File: config.mk
export PLATFORM = sky130hd
export DESIGN_NAME = pw_usb_packet_filter
export DESIGN_NICKNAME = d
export VERILOG_FILES = /design/src/rtl/pw_usb_packet_filter.sv
export SDC_FILE = /design/constraint.sdc
export NUM_CORES = 1
export LEC_CHECK = 0
export ABC_AREA = 1
export CAP_MARGIN = 20
export CORE_MARGIN = 2
export CORE_UTILIZATION = 45
export DETAILED_ROUTE_END_ITERATION = 16
export PLACE_DENSITY = 0.71
export SLEW_MARGIN = 0
export SYNTH_ARGS = -nofsm -noshare
export SYNTH_HDL_FRONTEND = slang
export SYNTH_SLANG_ARGS = --single-unit
File: constraint.sdc
create_clock -name fe_clk -period 1.8 [get_ports fe_clk]
set_input_delay 0.36 -clock fe_clk [delete_from_list [all_inputs] [get_ports fe_clk]]
set_output_delay 0.36 -clock fe_clk [all_outputs]
set_load 0.01 [all_outputs]
File: src/rtl/pw_usb_packet_filter.sv
`default_nettype none
// ============================================================================
// Module  : pw_usb_packet_filter
// Brief   : Frames sniffed USB bytes into packets, checks PID (and CRC when
//           PW_PKT_CRC_CHECK_EN is defined), forwards mask-enabled PID types.
// Revision: 1.0 - initial release
// ============================================================================
module pw_usb_packet_filter #(
  parameter int pLEN_WIDTH   = 11,
  parameter int pCOUNT_WIDTH = 16
) (
  input  logic                    fe_clk,
  input  logic                    reset_n,
  input  logic                    I_arm,
  input  logic [15:0]             I_pid_mask,
  input  logic [7:0]              I_fe_data,
  input  logic                    I_fe_data_valid,
  input  logic                    I_rxactive,
  input  logic                    I_rxerror,
  output logic [7:0]              O_data,
  output logic                    O_data_valid,
  output logic                    O_sop,
  output logic                    O_eop,
  output logic [3:0]              O_pid,
  output logic                    O_pid_err,
  output logic                    O_crc_err,
  output logic [pLEN_WIDTH-1:0]   O_pkt_len,
  output logic [pCOUNT_WIDTH-1:0] O_pkt_count
);

  localparam logic [1:0] ST_IDLE = 2'd0;
  localparam logic [1:0] ST_PID  = 2'd1;
  localparam logic [1:0] ST_BODY = 2'd2;
  localparam logic [1:0] ST_DROP = 2'd3;

  localparam logic [pLEN_WIDTH-1:0] LEN_MAX = {pLEN_WIDTH{1'b1}};

  logic [1:0]              state_q, state_d;
  logic                    arm_q;
  logic                    eop_pend_q, eop_pend_d;
  logic                    pkt_err_q, pkt_err_d;
  logic [pLEN_WIDTH-1:0]   len_q, len_d;

  logic [7:0]              data_q;
  logic                    data_valid_q, sop_q, eop_q;
  logic [3:0]              pid_q;
  logic                    pid_err_q, crc_err_q;
  logic [pLEN_WIDTH-1:0]   pkt_len_q;
  logic [pCOUNT_WIDTH-1:0] pkt_count_q;

  logic w_pid_ok, w_pid_sel, w_arm_rise;
  logic w_pid_byte, w_pid_fwd, w_body_byte, w_eop, w_crc_bad;

  assign w_pid_ok   = (I_fe_data[7:4] == ~I_fe_data[3:0]);
  assign w_pid_sel  = w_pid_ok && I_pid_mask[I_fe_data[3:0]];
  assign w_arm_rise = I_arm && !arm_q;

  always_ff @(posedge fe_clk or negedge reset_n) begin
    if (!reset_n) state_q <= ST_IDLE;
    else          state_q <= state_d;
  end

  always_comb begin
    state_d = state_q;
    if (!I_arm) begin
      state_d = ST_IDLE;
    end else begin
      case (state_q)
        ST_IDLE: if (I_rxactive) state_d = ST_PID;
        ST_PID: begin
          if (I_fe_data_valid) state_d = w_pid_sel ? ST_BODY : ST_DROP;
          if (!I_rxactive)     state_d = ST_IDLE;
        end
        ST_BODY, ST_DROP: if (!I_rxactive) state_d = ST_IDLE;
        default: state_d = ST_IDLE;
      endcase
    end
  end

  // A byte that arrives with rxactive already low closes the packet; its EOP
  // is deferred one cycle so it never coincides with a forwarded byte.
  always_comb begin
    w_pid_byte  = 1'b0;
    w_pid_fwd   = 1'b0;
    w_body_byte = 1'b0;
    w_eop       = 1'b0;
    eop_pend_d  = 1'b0;
    if (I_arm) begin
      w_eop = eop_pend_q;
      case (state_q)
        ST_PID: begin
          w_pid_byte = I_fe_data_valid;
          w_pid_fwd  = I_fe_data_valid && w_pid_sel;
          eop_pend_d = I_fe_data_valid && w_pid_sel && !I_rxactive;
        end
        ST_BODY: begin
          w_body_byte = I_fe_data_valid;
          eop_pend_d  = I_fe_data_valid && !I_rxactive;
          if (!I_fe_data_valid && !I_rxactive) w_eop = 1'b1;
        end
        default: ;
      endcase
    end
  end

  always_comb begin
    len_d     = len_q;
    pkt_err_d = pkt_err_q;
    if (w_pid_fwd) begin
      len_d     = {{(pLEN_WIDTH-1){1'b0}}, 1'b1};
      pkt_err_d = I_rxerror;
    end else begin
      if (w_body_byte && (len_q != LEN_MAX)) len_d = len_q + 1'b1;
      if ((state_q == ST_BODY) && I_rxerror) pkt_err_d = 1'b1;
    end
  end

`ifdef PW_PKT_CRC_CHECK_EN
  localparam logic [1:0] CRC_NONE = 2'd0;
  localparam logic [1:0] CRC_5    = 2'd1;
  localparam logic [1:0] CRC_16   = 2'd2;

  logic [1:0]  crc_kind_q, crc_kind_d;
  logic [4:0]  crc5_q, crc5_d;
  logic [15:0] crc16_q, crc16_d;

  // Bytes arrive LSB first on the wire, so bit 0 is shifted in first.
  function automatic logic [4:0] f_crc5(input logic [4:0] c, input logic [7:0] d);
    logic [4:0] r;
    r = c;
    for (int i = 0; i < 8; i++)
      r = {r[3:0], 1'b0} ^ ((r[4] ^ d[i]) ? 5'h05 : 5'h00);
    return r;
  endfunction

  function automatic logic [15:0] f_crc16(input logic [15:0] c, input logic [7:0] d);
    logic [15:0] r;
    r = c;
    for (int i = 0; i < 8; i++)
      r = {r[14:0], 1'b0} ^ ((r[15] ^ d[i]) ? 16'h8005 : 16'h0000);
    return r;
  endfunction

  always_comb begin
    crc_kind_d = crc_kind_q;
    crc5_d     = crc5_q;
    crc16_d    = crc16_q;
    if (w_pid_fwd) begin
      crc5_d  = 5'h1F;
      crc16_d = 16'hFFFF;
      case (I_fe_data[3:0])
        4'h1, 4'h5, 4'h9, 4'hD: crc_kind_d = CRC_5;
        4'h3, 4'h7, 4'hB, 4'hF: crc_kind_d = CRC_16;
        default:                crc_kind_d = CRC_NONE;
      endcase
    end else if (w_body_byte) begin
      crc5_d  = f_crc5(crc5_q, I_fe_data);
      crc16_d = f_crc16(crc16_q, I_fe_data);
    end
  end

  always_ff @(posedge fe_clk or negedge reset_n) begin
    if (!reset_n) begin
      crc_kind_q <= CRC_NONE;
      crc5_q     <= 5'h1F;
      crc16_q    <= 16'hFFFF;
    end else begin
      crc_kind_q <= crc_kind_d;
      crc5_q     <= crc5_d;
      crc16_q    <= crc16_d;
    end
  end

  assign w_crc_bad = ((crc_kind_q == CRC_5)  && (crc5_q  != 5'h0C)) ||
                     ((crc_kind_q == CRC_16) && (crc16_q != 16'h800D));
`else
  assign w_crc_bad = 1'b0;
`endif

  always_ff @(posedge fe_clk or negedge reset_n) begin
    if (!reset_n) begin
      arm_q        <= 1'b0;
      eop_pend_q   <= 1'b0;
      pkt_err_q    <= 1'b0;
      len_q        <= '0;
      data_q       <= '0;
      data_valid_q <= 1'b0;
      sop_q        <= 1'b0;
      eop_q        <= 1'b0;
      pid_q        <= '0;
      pid_err_q    <= 1'b0;
      crc_err_q    <= 1'b0;
      pkt_len_q    <= '0;
      pkt_count_q  <= '0;
    end else begin
      arm_q        <= I_arm;
      eop_pend_q   <= eop_pend_d;
      pkt_err_q    <= pkt_err_d;
      len_q        <= len_d;
      data_valid_q <= w_pid_fwd || w_body_byte;
      sop_q        <= w_pid_fwd;
      eop_q        <= w_eop;
      if (w_pid_fwd || w_body_byte) data_q <= I_fe_data;
      if (w_pid_byte && w_pid_ok)   pid_q  <= I_fe_data[3:0];
      if (w_eop) begin
        crc_err_q <= pkt_err_q || w_crc_bad;
        pkt_len_q <= len_q;
      end
      if (w_arm_rise) begin
        pkt_count_q <= '0;
        pid_err_q   <= 1'b0;
      end else begin
        if (w_eop)                   pkt_count_q <= pkt_count_q + 1'b1;
        if (w_pid_byte && !w_pid_ok) pid_err_q   <= 1'b1;
      end
    end
  end

  assign O_data       = data_q;
  assign O_data_valid = data_valid_q;
  assign O_sop        = sop_q;
  assign O_eop        = eop_q;
  assign O_pid        = pid_q;
  assign O_pid_err    = pid_err_q;
  assign O_crc_err    = crc_err_q;
  assign O_pkt_len    = pkt_len_q;
  assign O_pkt_count  = pkt_count_q;

endmodule
`default_nettype wire

# [Word level (Yosys, flattened, before mapping)]
# Cells that the tools add are included.
# W data, S select, Z words.
[word_totals] register_bits=60 latchBits=0 ramBits=0 rom_bits=0 output_inout_bits=44 word_cells=76 n_memories=0
[op_classes] add_sub_neg=2 n_mul=0 n_div=0 order_cmp=1 eq_ne=8 shifts=0 mux=28 n_bitwise=1 n_reduce_logical=22
[ops] cell="$mux W16" count=2
[ops] cell="$mux W11" count=2
[ops] cell="$add A16 B1 Y16 const B" count=1
[ops] cell="$mux W1" count=16
[ops] cell="$add A11 B1 Y11 const B" count=1
[ops] cell="$ne A11 B11 Y1 const B" count=1
[ops] cell="$logic_and A1 B1 Y1" count=10
[ops] cell="$mux W2" count=5
[ops] cell="$reduce_bool A2 Y1" count=4
[ops] cell="$ne A3 B3 Y1 const B" count=2
[ops] cell="$pmux W2 S3" count=1
[ops] cell="$lt A4 B5 Y1 const B" count=1
[ops] cell="$bmux W1 S4" count=1
[ops] cell="$eq A2 B2 Y1 const B" count=2
[ops] cell="$eq A4 B4 Y1" count=1
[ops] cell="$logic_not A1 Y1" count=4
[ops] cell="$ne A4 B4 Y1 const B" count=1
[ops] cell="$not A4 Y4" count=1
[ops] cell="$reduce_and A3 Y1" count=1
[ops] cell="$eq A2 B1 Y1 const B" count=1
[ops] cell="$logic_not A2 Y1" count=1
[ops] cell="$pmux W1 S2" count=1
[ops] cell="$reduce_or A2 Y1" count=1
[ops] cell="$logic_or A1 B1 Y1" count=1

# [Longest topological paths before layout]
# Gate-level depths: netlist of run 1.
[depth] ltp_word=8 mapped_depth=14

# [Worst setup path after synthesis of run 1]
# OpenSTA, ideal clock, no wires.
[synth_path] path_kind="reg2reg" start="register state_q[0]" end="register pkt_count_q[10] (netlist: O_pkt_count[10])" arrival_time_ns=1.493 required_time_ns=1.679 path_slack_ns=0.186 path_stages_with_launch=10 synth_period_minus_slack_ns=1.614 cell_sequence="dfrtp_1 > inv_1 > ha_1 > nand2_1 > a21oi_4 > nand3_1 > nor2_1 > nand3_1 > o21ai_0 > nor2_1"
[synth_between] elab_chain_len=4
[synth_rtl] element="from (decl)" line="38" text="logic [1:0] state_q, state_d;"
[synth_rtl] element="from (signal assigned)" line="60" text="else state_q <= state_d;"
[synth_rtl] element="$eq A2 B2 Y1" line="90" text="case (state_q)"
[synth_rtl] element="$mux W1" line="90"
[synth_rtl] element="$mux W1" line="88" text="if (I_arm) begin"
[synth_rtl] element="via w_eop" line="52" text="logic w_pid_byte, w_pid_fwd, w_body_byte, w_eop, w_crc_bad;"
[synth_rtl] element="$reduce_bool A2 Y1 (no line)"
[synth_rtl] element="to (signal assigned)" line="213" text="if (w_eop) pkt_count_q <= pkt_count_q + 1'b1;"
[synth_rtl] element="to (decl)" line="49" text="logic [pCOUNT_WIDTH-1:0] pkt_count_q;"
# The timed path passes the listed nets, and every way through them passes these cells.
# A chain may end at the register's enable or synchronous reset.

# [Worst setup path in the final report of run 1]
[layout_path] start="register pkt_count_q[3] (netlist: O_pkt_count[3])" end="output port O_pkt_count[3]"
[layout_lines] element="to (decl)" line="28" text="output logic [pCOUNT_WIDTH-1:0] O_pkt_count"
# No word-level cell between the ends.

==> results.sh, run 1 <==
export IMPL_status="completed"
export IMPL_cts_sink_count=60
export IMPL_clk_path_buf_depth=2
export IMPL_grt_pass1_vias=2803
export IMPL_dr_pass1_iters=4
export IMPL_dieArea_mm2=0.00778
export IMPL_track_usage_pct=20.8
export IMPL_postPlaceCellArea_mm2=0.00422
export IMPL_synthSimpleGateAreaFrac_pct=29.8
export IMPL_grt_max_degree=47
export IMPL_synthAdderAreaFrac_pct=2.35
export IMPL_h_tree_depth=3
export IMPL_antenna_found_initial=0
export IMPL_yosysWarnings=0
export IMPL_cp_max_fo=7
export IMPL_core_mm2=0.00683
export IMPL_post_route_drc_count=0
export IMPL_seqPwrFrac_pct=40.9
export IMPL_slowest_stage="clkdlybuf4s50_1"
export IMPL_slew_violations=0
export IMPL_crit_chain="clkdlybuf4s50_1"
export IMPL_wl_um=7730
export IMPL_synth_ff_type="dfrtp_1"
export IMPL_grt_overflow=0
export IMPL_min_period_over_period_pct=96.6
export IMPL_start_util_pct=46.7
export IMPL_comb_power_share_pct=32.8
export IMPL_clk_latency_ns=0.34
export IMPL_relSlewSlack_pct=68.1
export IMPL_antenna_cells=0
export IMPL_setup_viol=0
export IMPL_areaGrowthSynthToFinish_pct=42.1
export IMPL_ff_latch_area_mm2=0.00150
export IMPL_cts_tree="yes"
export IMPL_synthCells=403
export IMPL_synth_cell_types=36
export IMPL_gp_congestion=0.904
export IMPL_synth_top_cell_area_share_pct=47.0
export IMPL_critPathCaptureType="output pin"
export IMPL_synth_xor_area_share_pct=1.92
export IMPL_via_per_inst=4.90
export IMPL_p_leak_nw=2.20
export IMPL_crit_arrival_ns=1.38
export IMPL_layout_nets=553
export IMPL_swShare_pct=32.5
export IMPL_yosysSeqAreaShare_pct=47.0
export IMPL_io_buffers=73
export IMPL_p_switching_mw=1.50
export IMPL_drt_iter0_drc=122
export IMPL_syn_mean_instance_area_um2=7.92
export IMPL_yosys_area_top_type="dfrtp_1"
export IMPL_crit_family="buffers and inverters"
export IMPL_slowest_delay_ns=0.57
export IMPL_synth_area_top_cells="dfrtp_1, nand2_1, inv_1"
export IMPL_multiInputGateArea_mm2=0.00145
export IMPL_cap_violations=0
export IMPL_final_util_pct=66.4
export IMPL_finalPower_mw=4.63
export IMPL_fin_ws_ns=0.0617
export IMPL_synth_mux_area_share_pct=0
export IMPL_peakVddDrop_uv=616
export IMPL_place_ws_ns=-0.282
export IMPL_clock_root_buffer="clkbuf_8"
export IMPL_io_pins=74
export IMPL_synth_net_count=439
export IMPL_internal_power_mw=3.12
export IMPL_worstSetupStartpointType="flip-flop"
export IMPL_cts_buffers=9
export IMPL_final_cells=618
export IMPL_hold_path_class="in2async"
export IMPL_timing_final_hold_violations=0
export IMPL_power_frac_clock_pct=26.3
export IMPL_die_x_um=88.2
export IMPL_fin_crit_ns=1.74
export IMPL_power_density_mw_per_mm2=1020
export IMPL_final_layout_size_suffix_gt1_share_pct=15.7
export IMPL_netlist_area_mm2=0.00319
export IMPL_dp_hpwl_um=5650
export IMPL_rows=30
export IMPL_vias=3030
export IMPL_cts_clk_slew_worst_paths_ns=0.08
export IMPL_synthArstFlopShare_pct=100
export IMPL_synth_edff_count=0
export IMPL_ys_ff_latch=60
export IMPL_wl_per_cell_um=12.5
export IMPL_fmax_mhz=575
export IMPL_path_buf_inv=1
export IMPL_placed_cells=595
export IMPL_drt_antenna_violating_nets=0
export IMPL_fp_dieH_um=88.2
export IMPL_synth_top_family_by_area="simple AND/OR/NAND/NOR gates"
export IMPL_stdcell_area_mm2=0.00454
export IMPL_finClkSkew_ns=0.0142
export IMPL_required_ns=1.44
export IMPL_grt_pass1_wl_um=12700
export IMPL_synth_compound_area_share_pct=9.13
export IMPL_tightest_slew_ns=0.474
export IMPL_crit_type="reg2out"
export IMPL_nFillCells=594
[cells by family (layout without fill, tap and decap cells)]
logic type | count (synthesis) | count (layout)
compound gates | 52 | 52
xor+xnor | 7 | 7
fa+ha+maj | 6 | 6
buf+inv | 70 | 188
flops | 60 | 60
simple gates | 208 | 209
[cell type report]
class / instances / share of cell area (%)
Sequential cell: 60 / 33.1
Multi-Input combinational cell: 274 / 31.9
Timing Repair Buffer: 110 / 22.9
Inverter: 62 / 5.24
Clock buffer: 10 / 2.81
Tap cell: 96 / 2.65
Clock inverter: 6 / 1.41
[layout by cell type (no fill, tap or decap), types with 4 or more instances in the layout]
cell type,Yosys,layout
dfrtp_1,60,60
nand4_1,4,4
buf_4,0,32
nand3_1,34,34
nand2_2,4,4
a21oi_1,12,11
xor2_1,5,5
clkdlybuf4s50_1,0,71
inv_1,59,58
ha_1,6,5
o21ai_0,30,29
nand2_1,112,110
nand2_4,2,4
nor3_1,13,12
clkbuf_8,0,9
nor2_1,26,24
[final timing paths]
check	startpoint	end	slack [ns]	depth (start not counted)
max in group asynchronous	reset_n	eop_pend_q	0.77	3
min	reset_n	O_pkt_count[11]	0.47	2
min in group fe_clk	O_pid[1]	O_pid[1]	0.49	2
max	O_pkt_count[3]	O_pkt_count[3]	0.06	1
max reg2reg	state_q[0]	O_pkt_count[5]	0.10	10
min reg2reg	O_pid[1]	O_pid[1]	0.49	2
[state kept, by name, indices dropped and copies added (netlist names)]
| name | count |
|---|---|
| O_crc_err | 1 |
| O_data | 8 |
| O_data_valid | 1 |
| O_eop | 1 |
| O_pid | 4 |
| O_pid_err | 1 |
| O_pkt_count | 16 |
| O_pkt_len | 11 |
| O_sop | 1 |
| arm_q | 1 |
| eop_pend_q | 1 |
| len_q | 11 |
| pkt_err_q | 1 |
| state_q | 2 |
[timing repair]
action                                  4_1_cts  5_1_grt
endpoints found under the setup margin        0       23
hold buffers                                  1        0
resized for setup                             0       18
endpoints found under the hold margin        14        0
buffers inserted                              0        5
[layer usage]
metal	wire length (um)	part of all wire [%]	up-vias	global-route usage, %
met4	160	2.1	0	9.37
met1	3410	44	1409	27.8
met3	468	6.1	14	4.29
met5	0	0	-	0
met2	3690	48	97	32.7
li1	-	-	1510	-
[cell usage after synthesis, types with 4 or more instances]
library cell  count
dfrtp_1          60
ha_1              6
nand3_1          34
nand4_1           4
nand2_1         112
xor2_1            5
a21oi_1          12
inv_1            59
o21ai_0          30
nor3_1           13
buf_6             4
nand2_2           4
nor2_1           26
[metrics by stage]
stage | setup TNS [ns] | hold WS [ns]
final | 0 | 0.466
after detailed placement | -6.62 | 0.304
after global routing | -0.168 | 0.507
after floorplan | 0 | 0.0644
after global placement | -5.52 | 0.301
after CTS | 0 | 0.479
[power groups by stage]
stage | clock, mW | sequential, mW | combinational [mW]
floorplan | 0 | 2.00 | 0.576
global placement | 0 | 1.90 | 1.43
detailed placement | 0 | 1.91 | 1.46
CTS | 1.24 | 1.89 | 1.48
global route | 1.30 | 1.93 | 1.69
finish | 1.22 | 1.89 | 1.52
(Power assumes the default switching activity.)
==> run 2: changes to the inputs <==
==> constraint.sdc (replaced) <==
create_clock -name fe_clk -period 1.9 [get_ports fe_clk]
set_input_delay 0.38 -clock fe_clk [delete_from_list [all_inputs] [get_ports fe_clk]]
set_output_delay 0.38 -clock fe_clk [all_outputs]
set_load 0.01 [all_outputs]
==> run 2 against run 1 <==
Effect of this change:
- sequential power fell by 5%
- via count fell by 2.3%
- critical endpoint is now pkt_err_q
- non-clock buffer count fell by 7
- sequential cell count did not move
- final cell count fell by 1.3%
- die area did not move
- first-iteration DRC count rose by 22%
- worst hold slack improved by 0.019 ns
- critical path type is now in2reg
- worst setup slack improved by 0.078 ns
- clock-buffer cell count did not move
- highest routed layer unchanged
- critical path depth rose by 8
==> results.sh, run 2 (same netlist as run 1, synthesis figures left out) <==
export IMPL_status="completed"
export IMPL_dr_pass1_iters=4
export IMPL_use_met1_pct=27.0
export IMPL_final_util_pct=65.6
export IMPL_finClkSkew_ns=0.00836
export IMPL_die_x_um=88.2
export IMPL_areaGrowthSynthToFinish_pct=40.5
export IMPL_drt_antenna_violating_nets=0
export IMPL_vias=2959
export IMPL_critPathCaptureType="flip-flop"
export IMPL_cts_sink_count=60
export IMPL_antenna_cells=0
export IMPL_path_buf_inv=3
export IMPL_layout_nets=545
export IMPL_via_per_inst=4.85
export IMPL_final_common_cell="nand2_1"
export IMPL_crit_type="in2reg"
export IMPL_required_ns=2.12
export IMPL_postPlaceCellArea_mm2=0.00417
export IMPL_clk_latency_ns=0.34
export IMPL_slowest_delay_ns=0.53
export IMPL_min_period_over_period_pct=92.6
export IMPL_largest_register_ffs=16
export IMPL_wl_per_cell_um=12.3
export IMPL_timing_rr_start="len_q[0]"
export IMPL_power_density_mw_per_mm2=1030
export IMPL_cts_tree="yes"
export IMPL_drt_iter0_drc=149
export IMPL_rsz0062_at_grt="yes"
export IMPL_grt_pass1_vias=2915
export IMPL_fp_dieH_um=88.2
export IMPL_dieArea_mm2=0.00778
export IMPL_final_cell_mix="nand2_1, clkdlybuf4s50_1, dfrtp_1, inv_1, nand3_1"
export IMPL_slowest_stage="clkdlybuf4s50_1"
export IMPL_grt_busiest_layer="met2"
export IMPL_clk_path_buf_depth=2
export IMPL_hold_path_class="reg2reg"
export IMPL_cap_violations=0
export IMPL_fin_crit_ns=1.76
export IMPL_cp_max_fo=15
export IMPL_rows=30
export IMPL_slew_violations=0
export IMPL_antenna_found_initial=0
export IMPL_grt_use_met3_pct=4.66
export IMPL_dp_hpwl_um=5660
export IMPL_track_usage_pct=21.2
export IMPL_cts_clk_slew_worst_paths_ns=0.07
export IMPL_grt_pass1_wl_um=12800
export IMPL_fmax_mhz=568
export IMPL_peakVddDrop_uv=678
export IMPL_io_buffers=73
export IMPL_io_pins=74
export IMPL_setup_viol=0
export IMPL_crit_arrival_ns=1.98
export IMPL_gp_congestion=0.892
export IMPL_worstSetupStartpointType="primary input"
export IMPL_wl_um=7510
export IMPL_start_util_pct=46.7
export IMPL_cts_buffers=9
export IMPL_crit_family="buffers and inverters"
export IMPL_clock_root_buffer="clkbuf_8"
export IMPL_hp_start="O_pid[2]"
export IMPL_core_mm2=0.00683
export IMPL_stdcell_area_mm2=0.00448
export IMPL_timing_final_hold_violations=0
export IMPL_cp_startpoint="I_fe_data[0]"
export IMPL_grt_max_degree=47
export IMPL_tightest_slew_ns=0.526
export IMPL_met2_usage_pct=34.5
export IMPL_crit_chain="clkdlybuf4s50_1 -> inv_4 -> or2_0 -> a21oi_1 -> nand2_1 -> nor2_4 -> nand2_4 -> inv_2 -> o21ai_0"
export IMPL_h_tree_depth=3
export IMPL_nFillCells=603
export IMPL_grt_overflow=0
export IMPL_post_route_drc_count=0
export IMPL_final_layout_size_suffix_gt1_share_pct=14.4
export IMPL_p_leak_nw=2.18
export IMPL_relSlewSlack_pct=64.6
export IMPL_finalPower_mw=4.60
run 2: changes by cell type in the layout (fill, tap and decap cells not counted), sizes merged:
cell / before / now
bufinv: 1 / 3
clkinvlp: 2 / 1
nand2: 119 / 118
inv: 62 / 61
dlymetal6s2s: 1 / 0
buf: 37 / 30
clkdlybuf4s50: 71 / 72
run 2: final cells by class:
cell class	count	area (um2)	share of cell area, %
clock inverters	6	113	2.51
well taps	96	120	2.68
multi-input cells	273	1400	31.2
clock buffers	10	128	2.85
flip-flops and latches	60	1500	33.5
repair buffers	103	982	21.9
inverters	62	239	5.33
run 2: final timing paths:
check	endpoint	slack, ns	cells past startpoint
max in group asynchronous	eop_pend_q	0.83	3
min in group asynchronous	O_pkt_count[13]	0.50	2
worst min-delay path	O_pid[2]	0.49	2
worst min register to register	O_pid[2]	0.49	2
worst max register to register	len_q[3]	0.15	11
worst max-delay path	pkt_err_q	0.14	9
run 2: worst reg2reg max path: stages, from the launching register on:
cell     delay, ns
dfrtp_1       0.40
ha_2          0.21
nand2_2       0.06
inv_2         0.06
nand2_2       0.08
nor3_4        0.23
nand2_1       0.10
nand2_2       0.11
buf_4         0.13
nor2_1        0.04
xor2_1        0.16
nor2_1        0.05
run 2: power breakdown:
part | internal, mW | leakage (nW) | switching, mW
clock network | 0.874 | 0.120 | 0.524
registers | 1.59 | 0.756 | 0.208
logic | 0.737 | 1.30 | 0.660
total | 3.21 | 2.18 | 1.39
run 2: repair_timing:
item,in CTS,in global routing
endpoints found under the hold margin,14,0
endpoints found under the setup margin,0,18
hold buffers,1,0
buffers inserted,0,4
resized for setup,0,12
run 2: routing by layer:
layer / vias up / share of wire, %
met1: 1370 / 46
met3: 8 / 5.7
met5: - / 0
met2: 89 / 47
met4: 0 / 1.5
li1: 1492 / -
run 2: stage by stage:
stage	hold slack, ns	setup TNS [ns]	setup slack, ns	cells
2_1_floorplan	0.0844	0	0.286	403
3_3_place_gp	0.316	-2.71	-0.165	589
3_5_place_dp	0.321	-3.57	-0.201	589
4_1_cts	0.490	0	0.0932	606
5_1_grt	0.512	-0.0396	-0.0241	610
6_report	0.485	0	0.140	610
==> run 3: changes to the inputs <==
--- a/config.mk
+++ b/config.mk
@@ -8,9 +8,9 @@
 export ABC_AREA = 1
 export CAP_MARGIN = 20
 export CORE_MARGIN = 2
-export CORE_UTILIZATION = 45
+export CORE_UTILIZATION = 50
 export DETAILED_ROUTE_END_ITERATION = 16
-export PLACE_DENSITY = 0.71
+export PLACE_DENSITY = 0.78
 export SLEW_MARGIN = 0
 export SYNTH_ARGS = -nofsm -noshare
 export SYNTH_HDL_FRONTEND = slang
==> run 3 against run 2 <==
Effect of this change:
- cell area fell by 1.1%
- die area fell by 9.6%
- core utilization increased by 5.0 points
- combinational power barely moved
- largest cell class unchanged
==> results.sh, run 3 (same netlist as run 1, synthesis figures left out) <==
export IMPL_seqPwrFrac_pct=41.1
export IMPL_timing_rr_start="state_q[0]"
export IMPL_io_pins=74
export IMPL_fmax_mhz=565
export IMPL_nFillCells=504
export IMPL_grt_pass1_wl_um=12600
export IMPL_cts_clk_slew_worst_paths_ns=0.06
export IMPL_io_buffers=73
export IMPL_crit_arrival_ns=1.97
export IMPL_tightest_slew_ns=0.472
export IMPL_grt_use_met3_pct=5.34
export IMPL_clk_latency_ns=0.33
export IMPL_antenna_cells=0
export IMPL_areaGrowthSynthToFinish_pct=38.9
export IMPL_relSlewSlack_pct=68.4
export IMPL_dp_hpwl_um=5450
export IMPL_r2r_slack_ns=0.18
export IMPL_final_layout_size_suffix_gt1_share_pct=14.1
export IMPL_fin_crit_ns=1.77
export IMPL_status="completed"
export IMPL_start_util_pct=50.8
export IMPL_final_common_cell="nand2_1"
export IMPL_via_per_inst=5.05
export IMPL_rows=29
export IMPL_crit_type="in2reg"
export IMPL_grt_pass1_vias=2843
export IMPL_peakVddDrop_uv=698
export IMPL_vias=2993
export IMPL_use_met1_pct=28.2
export IMPL_h_tree_depth=3
export IMPL_timing_final_hold_violations=0
export IMPL_post_route_drc_count=0
export IMPL_swShare_pct=31.2
export IMPL_die_x_um=83.9
export IMPL_wl_per_cell_um=12.4
export IMPL_grt_busiest_layer="met2"
export IMPL_whs_endpoint="O_data[1]"
export IMPL_drt_antenna_violating_nets=0
export IMPL_antenna_found_initial=0
export IMPL_slew_violations=0
export IMPL_worstSetupStartpointType="primary input"
export IMPL_grt_overflow=0
export IMPL_clock_root_buffer="clkbuf_8"
export IMPL_rsz0062_at_grt="no"
export IMPL_p_leak_nw=2.19
export IMPL_largest_register_ffs=16
export IMPL_r2r_end="O_pkt_count[11]"
export IMPL_min_period_over_period_pct=93.1
export IMPL_wl_um=7330
export IMPL_dieArea_mm2=0.00704
export IMPL_grt_max_degree=48
export IMPL_layout_nets=548
export IMPL_final_cells=593
export IMPL_met2_usage_pct=35.8
export IMPL_rr_worst_depth=12
export IMPL_multiInputGateArea_mm2=0.00139
export IMPL_final_cell_mix="nand2_1, clkdlybuf4s50_1, dfrtp_1, inv_1, nand3_1"
export IMPL_critPathCaptureType="flip-flop"
export IMPL_cts_tree="yes"
export IMPL_finClkSkew_ns=0.00871
export IMPL_fp_dieH_um=83.9
export IMPL_comb_power_share_pct=32.2
export IMPL_hold_path_depth=3
export IMPL_dr_pass1_iters=5
export IMPL_hold_path_class="in2reg"
export IMPL_track_usage_pct=22.1
export IMPL_power_density_mw_per_mm2=983
export IMPL_cap_violations=0
export IMPL_ff_latch_area_mm2=0.00150
export IMPL_tns_ns=0
export IMPL_drt_iter0_drc=181
export IMPL_cp_max_fo=15
export IMPL_cts_buffers=9
export IMPL_placed_cells=576
export IMPL_hp_start="I_fe_data[1]"
export IMPL_clk_path_buf_depth=2
export IMPL_gp_congestion=0.862
export IMPL_core_mm2=0.00628
export IMPL_internal_power_mw=3.00
export IMPL_p_switching_mw=1.36
export IMPL_power_frac_clock_pct=26.6
export IMPL_setup_viol=0
export IMPL_whs_ns=0.421
export IMPL_cts_sink_count=60
export IMPL_required_ns=2.10
-- run 3: worst max path at each step --
stage                 startpoint         endpoint  cells past startpoint
finish              I_fe_data[0]        pkt_err_q                      9
global route        I_fe_data[0]         len_q[6]                     10
CTS                   state_q[0]  O_pkt_count[11]                     12
detailed placement  I_fe_data[0]        pkt_err_q                      9
global placement    I_fe_data[0]        pkt_err_q                      9
floorplan             state_q[0]  O_pkt_count[10]                      9
-- run 3: metal layers --
metal | up-vias | share of wire (%)
met1 | 1374 | 43
met5 | - | 0
li1 | 1496 | -
met3 | 11 | 7.0
met2 | 112 | 48
met4 | 0 | 1.5
-- run 3: cell type report --
cell class	count	share of cell area, %
flip-flops and latches	60	33.9
multi-input cells	273	31.4
repair buffers	106	22.6
inverters	62	5.39
clock buffers	11	3.41
well taps	77	2.17
clock inverters	4	1.10
-- run 3: per-stage QoR --
step | utilization [%] | cell area, um2 | total power, mW | setup WS, ns
2_1_floorplan | - | 3190 | 2.44 | 0.286
3_3_place_gp | 66.8 | 4200 | 3.15 | -0.141
3_5_place_dp | 66.8 | 4200 | 3.19 | -0.228
4_1_cts | 70.2 | 4410 | 4.36 | 0.0780
5_1_grt | 70.6 | 4430 | 4.62 | 0.00167
6_report | 70.6 | 4430 | 4.36 | 0.132
-- run 3: critical path, stage by stage --
cell	delay, ns
clkdlybuf4s50_1	0.53
inv_4	0.07
or2_0	0.20
a21oi_1	0.12
nand2_1	0.13
nor2_4	0.14
nand2_4	0.14
inv_2	0.16
o21ai_0	0.11
-- run 3: power by group through the flow --
stage | clock (mW) | sequential, mW | combinational [mW]
after global placement | 0 | 1.81 | 1.34
final | 1.16 | 1.79 | 1.41
after floorplan | 0 | 1.89 | 0.545
after global routing | 1.23 | 1.83 | 1.55
after detailed placement | 0 | 1.81 | 1.38
after CTS | 1.18 | 1.80 | 1.39
-- run 3: timing repair --
action                     CTS  global route
hold buffers                 1             0
setup endpoints to repair    0            18
setup buffers                0             1
gates resized for setup      0             7
hold endpoints to repair    13             0
